==> config.mk <==
export PLATFORM = sky130hd
export DESIGN_NAME = combat_arbiter_flat
export DESIGN_NICKNAME = d
export VERILOG_FILES = /design/src/rtl/combat_arbiter_pkg.sv /design/src/rtl/combat_arbiter_if.sv /design/src/rtl/box_overlap.sv /design/src/rtl/combat_arbiter.sv /design/src/flat_wrapper.sv
export SDC_FILE = /design/constraint.sdc
export NUM_CORES = 1
export LEC_CHECK = 0
export CAP_MARGIN = 20
export CORE_MARGIN = 5
export CORE_UTILIZATION = 47
export CTS_CLUSTER_SIZE = 14
export DETAILED_ROUTE_END_ITERATION = 6
export GPL_TIMING_DRIVEN = 0
export HOLD_SLACK_MARGIN = 0.02
export PLACE_DENSITY = 0.76
export SLEW_MARGIN = 20
export SYNTH_ARGS = -nofsm -noshare
export SYNTH_HDL_FRONTEND = slang
export SYNTH_SLANG_ARGS = --single-unit
==> constraint.sdc <==
create_clock -name clk -period 4.63 [get_ports clk]
set_input_delay 0.463 -clock clk [delete_from_list [all_inputs] [get_ports clk]]
set_output_delay 0.463 -clock clk [all_outputs]
set_load 0.005 [all_outputs]
==> src/rtl/combat_arbiter_pkg.sv <==
// Shared types and helpers for the combat arbiter.
// Provides player state codes, game_state and winner encodings,
// the box payload struct and small arithmetic helpers.
package combat_arbiter_pkg;

  localparam int unsigned COORD_W  = 10;
  localparam int unsigned HEALTH_W = 3;
  localparam int unsigned WINS_W   = 2;
  localparam int unsigned PSTATE_W = 4;

  // Player current_state codes as reported by the player blocks
  typedef enum logic [PSTATE_W-1:0] {
    PS_IDLE        = 4'd0,
    PS_WALK_FWD    = 4'd1,
    PS_WALK_BACK   = 4'd2,
    PS_ATK_START   = 4'd3,
    PS_ATK_END     = 4'd4,
    PS_ATK_RECOVER = 4'd5,
    PS_BLOCK       = 4'd6,
    PS_HITSTUN     = 4'd7
  } pstate_e;

  // Active hit frames are the end phase of the basic attack
  localparam logic [PSTATE_W-1:0] HIT_STATE_DEF = PSTATE_W'(PS_ATK_END);

  typedef enum logic [1:0] {
    GS_FIGHT   = 2'b00,
    GS_KO      = 2'b01,
    GS_RESTART = 2'b10,
    GS_OVER    = 2'b11
  } game_state_e;

  typedef enum logic [1:0] {
    WIN_NONE = 2'b00,
    WIN_P1   = 2'b01,
    WIN_P2   = 2'b10,
    WIN_DRAW = 2'b11
  } winner_e;

  // Box with corners in whatever order the player block reports them
  typedef struct packed {
    logic [COORD_W-1:0] x1;
    logic [COORD_W-1:0] x2;
    logic [COORD_W-1:0] y1;
    logic [COORD_W-1:0] y2;
  } box_t;

  typedef struct packed {
    logic [COORD_W-1:0] lo;
    logic [COORD_W-1:0] hi;
  } span_t;

  // Order a corner pair as (min, max)
  function automatic span_t norm_span(input logic [COORD_W-1:0] a,
                                      input logic [COORD_W-1:0] b);
    span_t s;
    if (a <= b) begin
      s.lo = a;
      s.hi = b;
    end else begin
      s.lo = b;
      s.hi = a;
    end
    return s;
  endfunction

  // Health decrement that stops at zero
  function automatic logic [HEALTH_W-1:0] sat_dec(input logic [HEALTH_W-1:0] h);
    return (h == '0) ? h : h - HEALTH_W'(1);
  endfunction

endpackage

==> src/rtl/combat_arbiter_if.sv <==
// Player/HUD-facing bundle of the combat arbiter.
// master: player blocks / top level drive frame_tick, states and boxes.
// slave : the arbiter drives health, took_hit, wins, winner, game_state
//         and players_rst.
interface combat_arbiter_if;
  import combat_arbiter_pkg::*;

  logic                  frame_tick;
  logic [PSTATE_W-1:0]   p1_state;
  logic [PSTATE_W-1:0]   p2_state;
  logic [COORD_W-1:0]    p1_hit_x1, p1_hit_x2, p1_hit_y1, p1_hit_y2;
  logic [COORD_W-1:0]    p2_hit_x1, p2_hit_x2, p2_hit_y1, p2_hit_y2;
  logic [COORD_W-1:0]    p1_hurt_x1, p1_hurt_x2, p1_hurt_y1, p1_hurt_y2;
  logic [COORD_W-1:0]    p2_hurt_x1, p2_hurt_x2, p2_hurt_y1, p2_hurt_y2;

  logic [HEALTH_W-1:0]   p1_health;
  logic [HEALTH_W-1:0]   p2_health;
  logic                  p1_took_hit;
  logic                  p2_took_hit;
  logic [WINS_W-1:0]     p1_wins;
  logic [WINS_W-1:0]     p2_wins;
  logic [1:0]            winner;
  logic [1:0]            game_state;
  logic                  players_rst;

  modport master (
    output frame_tick, p1_state, p2_state,
    output p1_hit_x1, p1_hit_x2, p1_hit_y1, p1_hit_y2,
    output p2_hit_x1, p2_hit_x2, p2_hit_y1, p2_hit_y2,
    output p1_hurt_x1, p1_hurt_x2, p1_hurt_y1, p1_hurt_y2,
    output p2_hurt_x1, p2_hurt_x2, p2_hurt_y1, p2_hurt_y2,
    input  p1_health, p2_health, p1_took_hit, p2_took_hit,
    input  p1_wins, p2_wins, winner, game_state, players_rst
  );

  modport slave (
    input  frame_tick, p1_state, p2_state,
    input  p1_hit_x1, p1_hit_x2, p1_hit_y1, p1_hit_y2,
    input  p2_hit_x1, p2_hit_x2, p2_hit_y1, p2_hit_y2,
    input  p1_hurt_x1, p1_hurt_x2, p1_hurt_y1, p1_hurt_y2,
    input  p2_hurt_x1, p2_hurt_x2, p2_hurt_y1, p2_hurt_y2,
    output p1_health, p2_health, p1_took_hit, p2_took_hit,
    output p1_wins, p2_wins, winner, game_state, players_rst
  );

endinterface

==> src/rtl/box_overlap.sv <==
// Combinational inclusive overlap test between two boxes with unordered
// corners.
// a_i, b_i  : boxes (x1/x2/y1/y2 in any order per axis)
// overlap_o : 1 when the boxes share at least one point on both axes
module box_overlap
  import combat_arbiter_pkg::*;
(
  input  box_t a_i,
  input  box_t b_i,
  output logic overlap_o
);

  span_t ax, ay, bx, by;

  always_comb begin
    ax = norm_span(a_i.x1, a_i.x2);
    ay = norm_span(a_i.y1, a_i.y2);
    bx = norm_span(b_i.x1, b_i.x2);
    by = norm_span(b_i.y1, b_i.y2);
    // Edge contact counts as overlap
    overlap_o = (ax.lo <= bx.hi) && (bx.lo <= ax.hi) &&
                (ay.lo <= by.hi) && (by.lo <= ay.hi);
  end

endmodule

==> src/rtl/combat_arbiter.sv <==
// Round-level combat controller for the two-player fighter.
// Evaluates hits once per frame, tracks health and round wins, sequences
// FIGHT -> KO -> RESTART/OVER and pulses players_rst between rounds.
// clk, rst : clock and synchronous active-high reset
// bus      : slave side of combat_arbiter_if (ticks, states, boxes in;
//            health, took_hit, wins, winner, game_state, players_rst out)
module combat_arbiter
  import combat_arbiter_pkg::*;
#(
  parameter int unsigned         MAX_HEALTH    = 3,
  parameter int unsigned         ROUNDS_TO_WIN = 2,
  parameter int unsigned         KO_FRAMES     = 60,
  parameter logic [PSTATE_W-1:0] HIT_STATE     = HIT_STATE_DEF
) (
  input  logic             clk,
  input  logic             rst,
  combat_arbiter_if.slave  bus
);

  localparam int unsigned KO_W = (KO_FRAMES > 2) ? $clog2(KO_FRAMES) : 1;
  localparam logic [HEALTH_W-1:0] HP_MAX    = HEALTH_W'(MAX_HEALTH);
  localparam logic [WINS_W-1:0]   WINS_MAX  = WINS_W'(ROUNDS_TO_WIN);
  localparam logic [KO_W-1:0]     KO_LAST   = KO_W'(KO_FRAMES - 1);

  // Registered state
  game_state_e          state_q;
  winner_e              winner_q;
  logic [HEALTH_W-1:0]  p1_health_q, p2_health_q;
  logic                 p1_took_hit_q, p2_took_hit_q;
  logic [WINS_W-1:0]    p1_wins_q, p2_wins_q;
  logic                 players_rst_q;
  logic                 p1_armed_q, p2_armed_q;
  logic [KO_W-1:0]      ko_cnt_q;

  // Next-state candidates for a FIGHT frame
  logic [HEALTH_W-1:0]  p1_health_d, p2_health_d;
  logic [WINS_W-1:0]    p1_wins_d, p2_wins_d;
  logic                 p1_armed_d, p2_armed_d;
  winner_e              winner_d;
  logic                 ko_c;
  logic                 match_over_c;

  box_t p1_hit_box, p2_hit_box, p1_hurt_box, p2_hurt_box;
  logic ov_12_c, ov_21_c;
  logic p1_hit_c, p2_hit_c;

  assign p1_hit_box  = '{x1: bus.p1_hit_x1,  x2: bus.p1_hit_x2,
                         y1: bus.p1_hit_y1,  y2: bus.p1_hit_y2};
  assign p2_hit_box  = '{x1: bus.p2_hit_x1,  x2: bus.p2_hit_x2,
                         y1: bus.p2_hit_y1,  y2: bus.p2_hit_y2};
  assign p1_hurt_box = '{x1: bus.p1_hurt_x1, x2: bus.p1_hurt_x2,
                         y1: bus.p1_hurt_y1, y2: bus.p1_hurt_y2};
  assign p2_hurt_box = '{x1: bus.p2_hurt_x1, x2: bus.p2_hurt_x2,
                         y1: bus.p2_hurt_y1, y2: bus.p2_hurt_y2};

  // P1 hitbox against P2 hurtbox
  box_overlap u_p1_on_p2 (
    .a_i       (p1_hit_box),
    .b_i       (p2_hurt_box),
    .overlap_o (ov_12_c)
  );

  // P2 hitbox against P1 hurtbox
  box_overlap u_p2_on_p1 (
    .a_i       (p2_hit_box),
    .b_i       (p1_hurt_box),
    .overlap_o (ov_21_c)
  );

  // Hit qualification, armed bookkeeping and round outcome for this frame
  always_comb begin
    p1_hit_c = (state_q == GS_FIGHT) && (bus.p1_state == HIT_STATE) &&
               ov_12_c && p1_armed_q;
    p2_hit_c = (state_q == GS_FIGHT) && (bus.p2_state == HIT_STATE) &&
               ov_21_c && p2_armed_q;

    // Landing a hit disarms; leaving the hit frames re-arms
    p1_armed_d = p1_armed_q;
    if (p1_hit_c)                        p1_armed_d = 1'b0;
    else if (bus.p1_state != HIT_STATE)  p1_armed_d = 1'b1;

    p2_armed_d = p2_armed_q;
    if (p2_hit_c)                        p2_armed_d = 1'b0;
    else if (bus.p2_state != HIT_STATE)  p2_armed_d = 1'b1;

    p1_health_d = p2_hit_c ? sat_dec(p1_health_q) : p1_health_q;
    p2_health_d = p1_hit_c ? sat_dec(p2_health_q) : p2_health_q;

    winner_d = WIN_NONE;
    if ((p1_health_d == '0) && (p2_health_d == '0)) winner_d = WIN_DRAW;
    else if (p2_health_d == '0)                     winner_d = WIN_P1;
    else if (p1_health_d == '0)                     winner_d = WIN_P2;
    ko_c = (winner_d != WIN_NONE);

    // A draw credits nobody; counters stop at the match target
    p1_wins_d = p1_wins_q;
    if ((winner_d == WIN_P1) && (p1_wins_q != WINS_MAX))
      p1_wins_d = p1_wins_q + WINS_W'(1);
    p2_wins_d = p2_wins_q;
    if ((winner_d == WIN_P2) && (p2_wins_q != WINS_MAX))
      p2_wins_d = p2_wins_q + WINS_W'(1);

    match_over_c = (p1_wins_q == WINS_MAX) || (p2_wins_q == WINS_MAX);
  end

  // Round sequencer and all registered outputs
  always_ff @(posedge clk) begin
    if (rst) begin
      state_q       <= GS_FIGHT;
      winner_q      <= WIN_NONE;
      p1_health_q   <= HP_MAX;
      p2_health_q   <= HP_MAX;
      p1_took_hit_q <= 1'b0;
      p2_took_hit_q <= 1'b0;
      p1_wins_q     <= '0;
      p2_wins_q     <= '0;
      players_rst_q <= 1'b0;
      p1_armed_q    <= 1'b1;
      p2_armed_q    <= 1'b1;
      ko_cnt_q      <= '0;
    end else begin
      p1_took_hit_q <= 1'b0;
      p2_took_hit_q <= 1'b0;
      players_rst_q <= 1'b0;

      unique case (state_q)
        GS_FIGHT: begin
          if (bus.frame_tick) begin
            p1_health_q   <= p1_health_d;
            p2_health_q   <= p2_health_d;
            p1_took_hit_q <= p2_hit_c;
            p2_took_hit_q <= p1_hit_c;
            p1_armed_q    <= p1_armed_d;
            p2_armed_q    <= p2_armed_d;
            if (ko_c) begin
              state_q   <= GS_KO;
              winner_q  <= winner_d;
              p1_wins_q <= p1_wins_d;
              p2_wins_q <= p2_wins_d;
            end
          end
        end

        GS_KO: begin
          if (bus.frame_tick) begin
            p1_armed_q <= p1_armed_d;
            p2_armed_q <= p2_armed_d;
            // The tick that caused the KO is not counted here
            if (ko_cnt_q == KO_LAST) begin
              if (match_over_c) begin
                state_q <= GS_OVER;
              end else begin
                // Present the fresh round alongside the player reset pulse
                state_q       <= GS_RESTART;
                players_rst_q <= 1'b1;
                p1_health_q   <= HP_MAX;
                p2_health_q   <= HP_MAX;
                p1_armed_q    <= 1'b1;
                p2_armed_q    <= 1'b1;
                winner_q      <= WIN_NONE;
                ko_cnt_q      <= '0;
              end
            end else begin
              ko_cnt_q <= ko_cnt_q + KO_W'(1);
            end
          end
        end

        GS_RESTART: begin
          // Single cycle; any frame_tick seen here is dropped
          state_q    <= GS_FIGHT;
          p1_armed_q <= 1'b1;
          p2_armed_q <= 1'b1;
        end

        GS_OVER: begin
          state_q <= GS_OVER;
        end

        default: state_q <= GS_FIGHT;
      endcase
    end
  end

  assign bus.p1_health   = p1_health_q;
  assign bus.p2_health   = p2_health_q;
  assign bus.p1_took_hit = p1_took_hit_q;
  assign bus.p2_took_hit = p2_took_hit_q;
  assign bus.p1_wins     = p1_wins_q;
  assign bus.p2_wins     = p2_wins_q;
  assign bus.winner      = winner_q;
  assign bus.game_state  = state_q;
  assign bus.players_rst = players_rst_q;

endmodule

==> src/flat_wrapper.sv <==
// flat-port wrapper written by rule: the top's interface ports become plain ports
module combat_arbiter_flat import combat_arbiter_pkg::*;
#(
  parameter int unsigned         MAX_HEALTH    = 3,
  parameter int unsigned         ROUNDS_TO_WIN = 2,
  parameter int unsigned         KO_FRAMES     = 60,
  parameter logic [PSTATE_W-1:0] HIT_STATE     = HIT_STATE_DEF
)
  (clk, rst, bus_frame_tick, bus_p1_state, bus_p2_state, bus_p1_hit_x1, bus_p1_hit_x2, bus_p1_hit_y1, bus_p1_hit_y2, bus_p2_hit_x1, bus_p2_hit_x2, bus_p2_hit_y1, bus_p2_hit_y2, bus_p1_hurt_x1, bus_p1_hurt_x2, bus_p1_hurt_y1, bus_p1_hurt_y2, bus_p2_hurt_x1, bus_p2_hurt_x2, bus_p2_hurt_y1, bus_p2_hurt_y2, bus_p1_health, bus_p2_health, bus_p1_took_hit, bus_p2_took_hit, bus_p1_wins, bus_p2_wins, bus_winner, bus_game_state, bus_players_rst);
  combat_arbiter_if bus_i ();
  input  logic clk;
  input  logic rst;
  input wire logic [$bits(bus_i.frame_tick)-1:0] bus_frame_tick;
  input wire logic [$bits(bus_i.p1_state)-1:0] bus_p1_state;
  input wire logic [$bits(bus_i.p2_state)-1:0] bus_p2_state;
  input wire logic [$bits(bus_i.p1_hit_x1)-1:0] bus_p1_hit_x1;
  input wire logic [$bits(bus_i.p1_hit_x2)-1:0] bus_p1_hit_x2;
  input wire logic [$bits(bus_i.p1_hit_y1)-1:0] bus_p1_hit_y1;
  input wire logic [$bits(bus_i.p1_hit_y2)-1:0] bus_p1_hit_y2;
  input wire logic [$bits(bus_i.p2_hit_x1)-1:0] bus_p2_hit_x1;
  input wire logic [$bits(bus_i.p2_hit_x2)-1:0] bus_p2_hit_x2;
  input wire logic [$bits(bus_i.p2_hit_y1)-1:0] bus_p2_hit_y1;
  input wire logic [$bits(bus_i.p2_hit_y2)-1:0] bus_p2_hit_y2;
  input wire logic [$bits(bus_i.p1_hurt_x1)-1:0] bus_p1_hurt_x1;
  input wire logic [$bits(bus_i.p1_hurt_x2)-1:0] bus_p1_hurt_x2;
  input wire logic [$bits(bus_i.p1_hurt_y1)-1:0] bus_p1_hurt_y1;
  input wire logic [$bits(bus_i.p1_hurt_y2)-1:0] bus_p1_hurt_y2;
  input wire logic [$bits(bus_i.p2_hurt_x1)-1:0] bus_p2_hurt_x1;
  input wire logic [$bits(bus_i.p2_hurt_x2)-1:0] bus_p2_hurt_x2;
  input wire logic [$bits(bus_i.p2_hurt_y1)-1:0] bus_p2_hurt_y1;
  input wire logic [$bits(bus_i.p2_hurt_y2)-1:0] bus_p2_hurt_y2;
  output wire logic [$bits(bus_i.p1_health)-1:0] bus_p1_health;
  output wire logic [$bits(bus_i.p2_health)-1:0] bus_p2_health;
  output wire logic [$bits(bus_i.p1_took_hit)-1:0] bus_p1_took_hit;
  output wire logic [$bits(bus_i.p2_took_hit)-1:0] bus_p2_took_hit;
  output wire logic [$bits(bus_i.p1_wins)-1:0] bus_p1_wins;
  output wire logic [$bits(bus_i.p2_wins)-1:0] bus_p2_wins;
  output wire logic [$bits(bus_i.winner)-1:0] bus_winner;
  output wire logic [$bits(bus_i.game_state)-1:0] bus_game_state;
  output wire logic [$bits(bus_i.players_rst)-1:0] bus_players_rst;
  assign bus_i.frame_tick = bus_frame_tick;
  assign bus_i.p1_state = bus_p1_state;
  assign bus_i.p2_state = bus_p2_state;
  assign bus_i.p1_hit_x1 = bus_p1_hit_x1;
  assign bus_i.p1_hit_x2 = bus_p1_hit_x2;
  assign bus_i.p1_hit_y1 = bus_p1_hit_y1;
  assign bus_i.p1_hit_y2 = bus_p1_hit_y2;
  assign bus_i.p2_hit_x1 = bus_p2_hit_x1;
  assign bus_i.p2_hit_x2 = bus_p2_hit_x2;
  assign bus_i.p2_hit_y1 = bus_p2_hit_y1;
  assign bus_i.p2_hit_y2 = bus_p2_hit_y2;
  assign bus_i.p1_hurt_x1 = bus_p1_hurt_x1;
  assign bus_i.p1_hurt_x2 = bus_p1_hurt_x2;
  assign bus_i.p1_hurt_y1 = bus_p1_hurt_y1;
  assign bus_i.p1_hurt_y2 = bus_p1_hurt_y2;
  assign bus_i.p2_hurt_x1 = bus_p2_hurt_x1;
  assign bus_i.p2_hurt_x2 = bus_p2_hurt_x2;
  assign bus_i.p2_hurt_y1 = bus_p2_hurt_y1;
  assign bus_i.p2_hurt_y2 = bus_p2_hurt_y2;
  assign bus_p1_health = bus_i.p1_health;
  assign bus_p2_health = bus_i.p2_health;
  assign bus_p1_took_hit = bus_i.p1_took_hit;
  assign bus_p2_took_hit = bus_i.p2_took_hit;
  assign bus_p1_wins = bus_i.p1_wins;
  assign bus_p2_wins = bus_i.p2_wins;
  assign bus_winner = bus_i.winner;
  assign bus_game_state = bus_i.game_state;
  assign bus_players_rst = bus_i.players_rst;
  combat_arbiter #(.MAX_HEALTH(MAX_HEALTH), .ROUNDS_TO_WIN(ROUNDS_TO_WIN), .KO_FRAMES(KO_FRAMES), .HIT_STATE(HIT_STATE)) u_core (.clk(clk), .rst(rst), .bus(bus_i));
endmodule
==> load_flow_metrics.sql, run 1 <==
INSERT INTO impl_metrics (metric_group, metric, value, unit) VALUES
('run_status', 'status', 'finished, violations left', ''),
('run_status', 'failed_checks', 'setup timing', ''),
('setup_path', 'cp_data_required_time', '4.78', 'ns'),
('cts', 'number_of_buffers_created_by_cts', '3', ''),
('synthesis', 'most_repeated_cell_in_the_gate_level_netlist_after_synthesis', 'ha_1', ''),
('die', 'row_count', '45', ''),
('layout', 'final_net_count', '1592', ''),
('synthesis', 'synth-edff-count', '0', ''),
('cts', 'clockBufferDepth', '2', ''),
('timing', 'timing.hold.ws', '0.482', 'ns'),
('grt', 'grt_max_degree', '15', ''),
('die', 'die_w', '135', 'um'),
('synthesis', 'ys_types', '62', ''),
('drt', 'via_count', '8568', ''),
('setup_path', 'worst-path-max-fanout', '5', ''),
('power', 'vdd.ir_drop.worst', '0.000224', 'V'),
('synthesis', 'share_of_async_settable_or_async_resettable_flops_after_synthesis', '0', ''),
('timing', 'setup_viol_count_final', '5', ''),
('layout', 'final_layout_size_suffix_gt1_frac', '0.237', ''),
('drt', 'routed_via_density', '5.87', ''),
('placed_design', 'place_hpwl', '18700', 'um'),
('cts', 'cts.sink_count', '25', ''),
('synthesis', 'ys_top_cells_by_area', 'ha_1 30%, dfxtp_1 6.8%, inv_1 6.0%, mux2_2 5.2%, a21oi_1 5.1%', ''),
('hold_path', 'timing.hold.worst.class', 'reg2reg', ''),
('synthesis', 'synthesized_area_per_cell', '7.25', 'um^2'),
('layout', 'final_core_util', '0.742', ''),
('timing', 'max_slew.worst_pin.slew', '0.533', 'ns'),
('drt', 'drt_iter0_drc', '564', ''),
('die', 'die_y_extent', '135', 'um'),
('cts', 'cts_tree', 'yes', ''),
('timing', 'layout_worst_path_cycle_share', '1.03', ''),
('setup_path', 'cp_common_cell', 'nand4_1', ''),
('grt', 'globalRoute.totalOverflow', '0', ''),
('synthesis', 'post-synth-top-area-fraction', '0.295', ''),
('power', 'total_power', '0.00229', 'W'),
('die', 'boundaryPins', '188', ''),
('drt', 'detail_route.wl_per_cell', '17.9', 'um'),
('synthesis', 'synth_top_area_cell', 'ha_1', ''),
('drt', 'final_antenna_net_count', '0', ''),
('synthesis', 'post_synth_inst_count', '1011', ''),
('setup_path', 'worstPathCellList', 'clkdlybuf4s50_1, inv_2, ha_4, nand4_1, nor2_2, a221oi_2, o21ai_1, and2_4, clkbuf_16, nor2_1, a21oi_1, ha_1, nand4_1, a211oi_1, a2111o_1, a222oi_1, buf_4, nand3_4, mux2i_4, nor4b_4, mux2_4', ''),
('setup_path', 'critical_path_arrival', '4.91', 'ns'),
('die', 'coreArea', '15300', 'um^2'),
('flow_run', 'drv_cap', '0', ''),
('synthesis', 'number_of_nets_in_the_synthesized_netlist', '1355', ''),
('setup_path', 'crit_path_top_delay_cell', 'clkdlybuf4s50_1', ''),
('drt', 'drt_first_pass_iters', '6', ''),
('drt', 'drc', '0', ''),
('timing', 'period_needed', '4.76', 'ns'),
('timing', 'finalHoldViolations', '0', ''),
('layout', 'synthToLayoutAreaGrowth', '54.4', '%'),
('cts', 'root_buffer', 'clkbuf_16', ''),
('setup_path', 'setup.worst_path.start_class', 'primary input', ''),
('timing', 'finalWorstSetupSlack', '-0.128', 'ns'),
('grt', 'grt_first_pass_wirelength', '37700', 'um'),
('cts', 'worst_skew_pair.late_latency', '0.26', 'ns'),
('timing', 'timing.clock.skew', '0.00390', 'ns'),
('setup_path', 'setup.worst_path.end_class', 'register', ''),
('grt', 'global_route.usage.total', '0.243', ''),
('synthesis', 'synth-warning-count', '0', ''),
('setup_path', 'critical_path_class', 'in2reg', ''),
('synthesis', 'synth_top_flop_cell', 'dfxtp_1', ''),
('timing', 'rsz0062_at_grt', 'yes', ''),
('setup_path', 'cp_slowest_stage_delay', '0.53', 'ns'),
('placed_design', 'gp_routability_congestion', '0.923', ''),
('timing', 'max_freq', '210', 'MHz'),
('cts', 'path_clk_slew', '0.06', 'ns'),
('timing', 'finalMaxSlewViolations', '0', ''),
('timing', 'fin_tns_setup', '-0.433', 'ns'),
('grt', 'grt_pass1_vias', '8254', ''),
('drt', 'totalWireLength', '26100', 'um');
flip-flops by register name, indices dropped and copies added (netlist names):
name                    cells
u_core.bus.players_rst      1
u_core.p1_armed_q           1
u_core.bus.p2_wins          2
u_core.bus.p2_took_hit      1
u_core.ko_cnt_q             6
u_core.bus.winner           2
u_core.p2_armed_q           1
u_core.bus.game_state       2
u_core.bus.p1_wins          2
u_core.bus.p2_health        3
u_core.bus.p1_took_hit      1
u_core.bus.p1_health        3
per-stage QoR:
| step | area, um^2 | cells | setup WS, ns |
|---|---|---|---|
| final | 11300 | 1460 | -0.128 |
| after global routing | 11300 | 1459 | -0.265 |
| after CTS | 10300 | 1432 | 0.0000275 |
| after detailed placement | 9530 | 1407 | -1.39 |
| after global placement | 9530 | 1407 | -1.35 |
| after floorplan | 7420 | 1011 | 0.00266 |
worst reg2reg max path: cells and delay by family, from the launching register on:
family	cells	cell delay (ns)
simple gates	3	0.81
mux	2	0.62
buf+inv	2	0.61
flops	1	0.36
fa+ha+maj	1	0.19
compound gates	1	0.14
where the power goes:
group,total (W),switching (W),internal [W],leakage [nW]
Sequential,0.000252,0.0000199,0.000233,0.202
Combinational,0.00184,0.000968,0.000870,4.98
Clock,0.000195,0.0000787,0.000117,0.0409
Total,0.00229,0.00107,0.00122,5.22
final timing paths:
check	slack [ns]	endpoint	cells past startpoint	from
setup / recovery	-0.13	u_core.bus.p1_wins[0]	21	bus_p1_hit_y2[9]
hold / removal	0.48	u_core.p2_armed_q	1	u_core.p2_armed_q
setup reg to reg	1.78	u_core.bus.p1_wins[0]	9	u_core.bus.game_state[0]
hold reg to reg	0.48	u_core.p2_armed_q	1	u_core.p2_armed_q
per-layer routing:
metal  vias up  GRT usage  routed length [um]
met4         2     0.0537                 789
met2       343      0.463               13600
met5         -          0                  13
met3        78     0.0369                1670
met1      3971      0.285               10000
li1       4174          -                   -
cells in the final DEF, fill, tap and decap left out, types with 9 or more instances in the layout:
cell	n
a21o_1	26
a21oi_1	37
a21oi_2	26
a21oi_4	12
a22o_1	10
a22oi_1	10
buf_4	43
buf_6	12
clkbuf_1	12
clkbuf_2	16
clkdlybuf4s50_1	118
dfxtp_1	25
dlygate4sd2_1	21
dlymetal6s2s_1	27
ha_1	133
ha_4	39
inv_1	107
mux2_2	24
mux2_4	12
mux2i_1	29
nand2_1	92
nand2b_1	10
nand3_1	21
nand4_1	34
nor2_1	60
nor2_2	10
nor2_4	10
nor3_1	19
o211ai_1	20
o21a_1	16
o21ai_0	51
o21ai_1	9
repair_timing:
action / 4_1_cts / 5_1_grt
pin swaps: 42 / 69
resized for setup: 223 / 189
setup buffers: 17 / 21
cloned: 4 / 5
endpoints found under the setup margin: 18 / 12
cell families (layout without fill, tap and decap cells):
logic type	count (synthesis)	after routing	share of synthesized area
AND/OR/NAND/NOR	292	292	0.188
AO/OA/AOI/OAI	288	288	0.257
adder cells (fa/ha/maj)	173	173	0.295
buffers and inverters	160	396	0.0819
multiplexers	70	70	0.105
flip-flops	25	25	0.0683
XOR/XNOR	3	3	0.00358
other	0	2	0
cell type report:
class	count	area, um^2
Clock inverter	1	5.00
Buffer	42	345
Fill cell	1119	3940
Tap cell	211	264
Inverter	118	450
Multi-Input combinational cell	826	7430
Timing Repair Buffer	232	2250
Sequential cell	25	500
Clock buffer	3	75.1
Antenna cell	2	5.00
(Power assumes the default switching activity.)
==> inputs of run 2 (changes only) <==
CELL_PAD_IN_SITES_DETAIL_PLACEMENT = 0   (was not set)
CELL_PAD_IN_SITES_GLOBAL_PLACEMENT = 2   (was not set)
CORE_MARGIN = not set   (was 5)
CORE_UTILIZATION = 25   (was 47)
PLACE_DENSITY = 0.74   (was 0.76)
TNS_END_PERCENT = 100   (was not set)
==> run 2 against run 1 <==
  * The flow still finishes with violations (setup timing)
  * Utilization shrank 34 points
  * Sequential share of layout area down 0.066 points
  * Worst hold slack worse by 0.0040 ns
  * First-iteration DRC count fell by 48%
  * Sequential power about the same
  * Via count is 4.7% lower
  * Count of clock-buffer cells in the layout did not move
  * Critical path type unchanged
==> load_flow_metrics.sql, run 2 (same netlist as run 1, synthesis figures left out) <==
INSERT INTO impl_metrics (metric_group, metric, value, unit) VALUES
('run_status', 'status', 'finished, violations left', ''),
('run_status', 'failed_checks', 'setup timing', ''),
('placed_design', 'gp_routability_congestion', '0.835', ''),
('grt', 'grt_pass1_vias', '8438', ''),
('flow_run', 'drv_cap', '0', ''),
('die', 'floorplan.die_area', '30000', 'um^2'),
('cts', 'path_clk_slew', '0.07', 'ns'),
('setup_path', 'cp_slowest_stage_delay', '0.46', 'ns'),
('cts', 'clockBufferDepth', '2', ''),
('timing', 'max_slew.worst_pin.slew', '0.884', 'ns'),
('cts', 'worst_skew_pair.late_latency', '0.26', 'ns'),
('layout', 'largest-register', 'u_core.ko_cnt_q', ''),
('layout', 'stdcell_count', '1634', ''),
('timing', 'timing.clock.skew', '0.0120', 'ns'),
('layout', 'final_layout_size_suffix_gt1_frac', '0.239', ''),
('setup_path', 'critical_path_arrival', '4.83', 'ns'),
('drt', 'drt_first_pass_iters', '6', ''),
('setup_path', 'worstPathCellList', 'buf_8, inv_4, ha_4, nor2b_4, o21a_1, o21a_1, o21a_1, o21a_1, o21ai_2, a31oi_4, buf_8, mux2_2, ha_4, a21oi_1, o21ai_1, a2111o_1, a222oi_1, buf_4, nand3_4, mux2i_4, nor4b_4, mux2_4', ''),
('power', 'vdd.ir_drop.worst', '0.000192', 'V'),
('drt', 'via_count', '8169', ''),
('hold_path', 'timing.hold.worst.class', 'reg2reg', ''),
('placed_design', 'place_hpwl', '21800', 'um'),
('setup_path', 'worst-path-max-fanout', '5', ''),
('grt', 'grt_max_degree', '15', ''),
('layout', 'final_net_count', '1593', ''),
('hold_path', 'min_delay_path_depth', '1', ''),
('cts', 'ctsHtreeMaxLevel', '1', ''),
('placed_design', 'placement.io_buffers', '185', ''),
('layout', 'mostFrequentLayoutCell', 'ha_1', ''),
('drt', 'totalWireLength', '27300', 'um'),
('setup_path', 'setup.worst_path.end_class', 'register', ''),
('cts', 'cts_hold_repair.buffers', '0', ''),
('setup_path', 'path_delay_family', 'compound AO/OA/AOI/OAI gates', ''),
('timing', 'layout_worst_path_cycle_share', '1.01', ''),
('placed_design', 'number_of_placed_cells_counting_well_taps', '1580', ''),
('timing', 'setup_viol_count_final', '3', ''),
('power', 'leakage_power_of_the_design', '5.16', 'nW'),
('timing', 'finalMaxSlewViolations', '0', ''),
('grt', 'globalRoute.totalOverflow', '0', ''),
('timing', 'max-slew-margin-rel', '0.403', ''),
('die', 'boundaryPins', '188', ''),
('setup_path', 'setup.worst_path.start_class', 'primary input', ''),
('layout', 'final_core_util', '0.399', ''),
('power', 'power_per_cell_area', '195', 'nW/um^2'),
('drt', 'routed_via_density', '5.00', ''),
('layout', 'max_ffs_per_register', '6', ''),
('timing', 'period_needed', '4.67', 'ns'),
('timing', 'rsz0062_at_grt', 'yes', ''),
('die', 'coreArea', '28800', 'um^2'),
('setup_path', 'worstPathBufferInverterCount', '4', ''),
('die', 'die_w', '173', 'um'),
('timing', 'max_freq', '214', 'MHz'),
('placed_design', 'post-place-ws', '-1.50', 'ns'),
('cts', 'cts_tree', 'yes', ''),
('cts', 'cts.sink_count', '25', ''),
('grt', 'global_route.usage.total', '0.180', ''),
('drt', 'final_antenna_net_count', '0', ''),
('setup_path', 'critical_path_depth', '22', ''),
('setup_path', 'critical_path_class', 'in2reg', ''),
('timing', 'finalHoldViolations', '0', ''),
('grt', 'grt_first_pass_wirelength', '44500', 'um'),
('die', 'start_util', '0.255', ''),
('die', 'row_count', '62', ''),
('setup_path', 'worstRegToRegCells', '9', ''),
('layout', 'synthToLayoutAreaGrowth', '56.8', '%'),
('timing', 'finalWorstSetupSlack', '-0.0437', 'ns'),
('timing', 'timing.hold.ws', '0.478', 'ns'),
('drt', 'drt_iter0_drc', '293', ''),
('grt', 'initial_antenna_violation_count', '2', ''),
('cts', 'root_buffer', 'clkbuf_16', ''),
('setup_path', 'cp_data_required_time', '4.79', 'ns'),
('die', 'die_y_extent', '173', 'um'),
('cts', 'number_of_buffers_created_by_cts', '3', ''),
('setup_path', 'crit_path_top_delay_cell', 'a2111o_1', ''),
('setup_path', 'cp_common_cell', 'o21a_1', ''),
('layout', 'final_cell_mix', '140 x ha_1, 112 x clkdlybuf4s50_1, 106 x inv_1', ''),
('drt', 'detail_route.wl_per_cell', '16.7', 'um'),
('drt', 'drc', '0', '');
-- run 2: cell types whose count changed in the layout (fill, tap and decap cells not counted), sizes merged --
cell | before | now
buf | 64 | 57
clkbuf | 44 | 47
clkdlybuf4s15 | 3 | 9
clkdlybuf4s50 | 118 | 112
dlygate4sd2 | 21 | 39
dlymetal6s2s | 27 | 14
-- run 2: metal layers --
layer  track usage  vias to the layer above  routed length, um
li1              -                     4176                  -
met1         0.238                     3802              12800
met2         0.326                      171              13400
met3        0.0151                       20                912
met4        0.0221                        0                301
met5             0                        -                  0
-- run 2: worst paths after layout --
path	startpoint	end	slack [ns]
hold / removal	u_core.p2_armed_q	u_core.p2_armed_q	0.48
setup / recovery	bus_p2_hurt_y2[1]	u_core.bus.p1_wins[1]	-0.04
setup reg to reg	u_core.bus.game_state[1]	u_core.bus.p1_wins[1]	1.89
hold reg to reg	u_core.p2_armed_q	u_core.p2_armed_q	0.48
-- run 2: metrics by stage --
step	power (W)	setup TNS (ns)	cell area [um^2]
after floorplan	0.00120	0	7420
after global placement	0.00170	-18.27	9750
after detailed placement	0.00170	-18.68	9750
after CTS	0.00222	-0.121	11300
after global routing	0.00247	-1.19	11500
final	0.00224	-0.0844	11500
-- run 2: power by group --
part	total (W)	leakage (nW)	switching [W]	internal, W
clock	0.000197	0.0409	0.0000805	0.000117
sequential	0.000250	0.202	0.0000180	0.000232
combinational	0.00179	4.92	0.000950	0.000845
total	0.00224	5.16	0.00105	0.00119
-- run 2: area by class of cell --
type,instances,area [um^2]
fill,3030,17300
multi-input combinational,826,7380
timing repair buffer,233,2220
sequential,25,500
tap,384,480
inverter,118,445
buffer,42,385
clock buffer,3,75.1
clock inverter,1,5.00
antenna,2,5.00
-- run 2: repair_timing --
item	4_1_cts	5_1_grt
gates cloned	12	0
endpoints found under the setup margin	18	11
pin swaps	89	33
gates resized for setup	377	53
setup buffers	28	8
==> inputs of run 3 (changes only) <==
HOLD_SLACK_MARGIN = not set   (was 0.02)
==> results of run 3 <==
No change in the layout: final DEF, timing and power equal those of run 2.
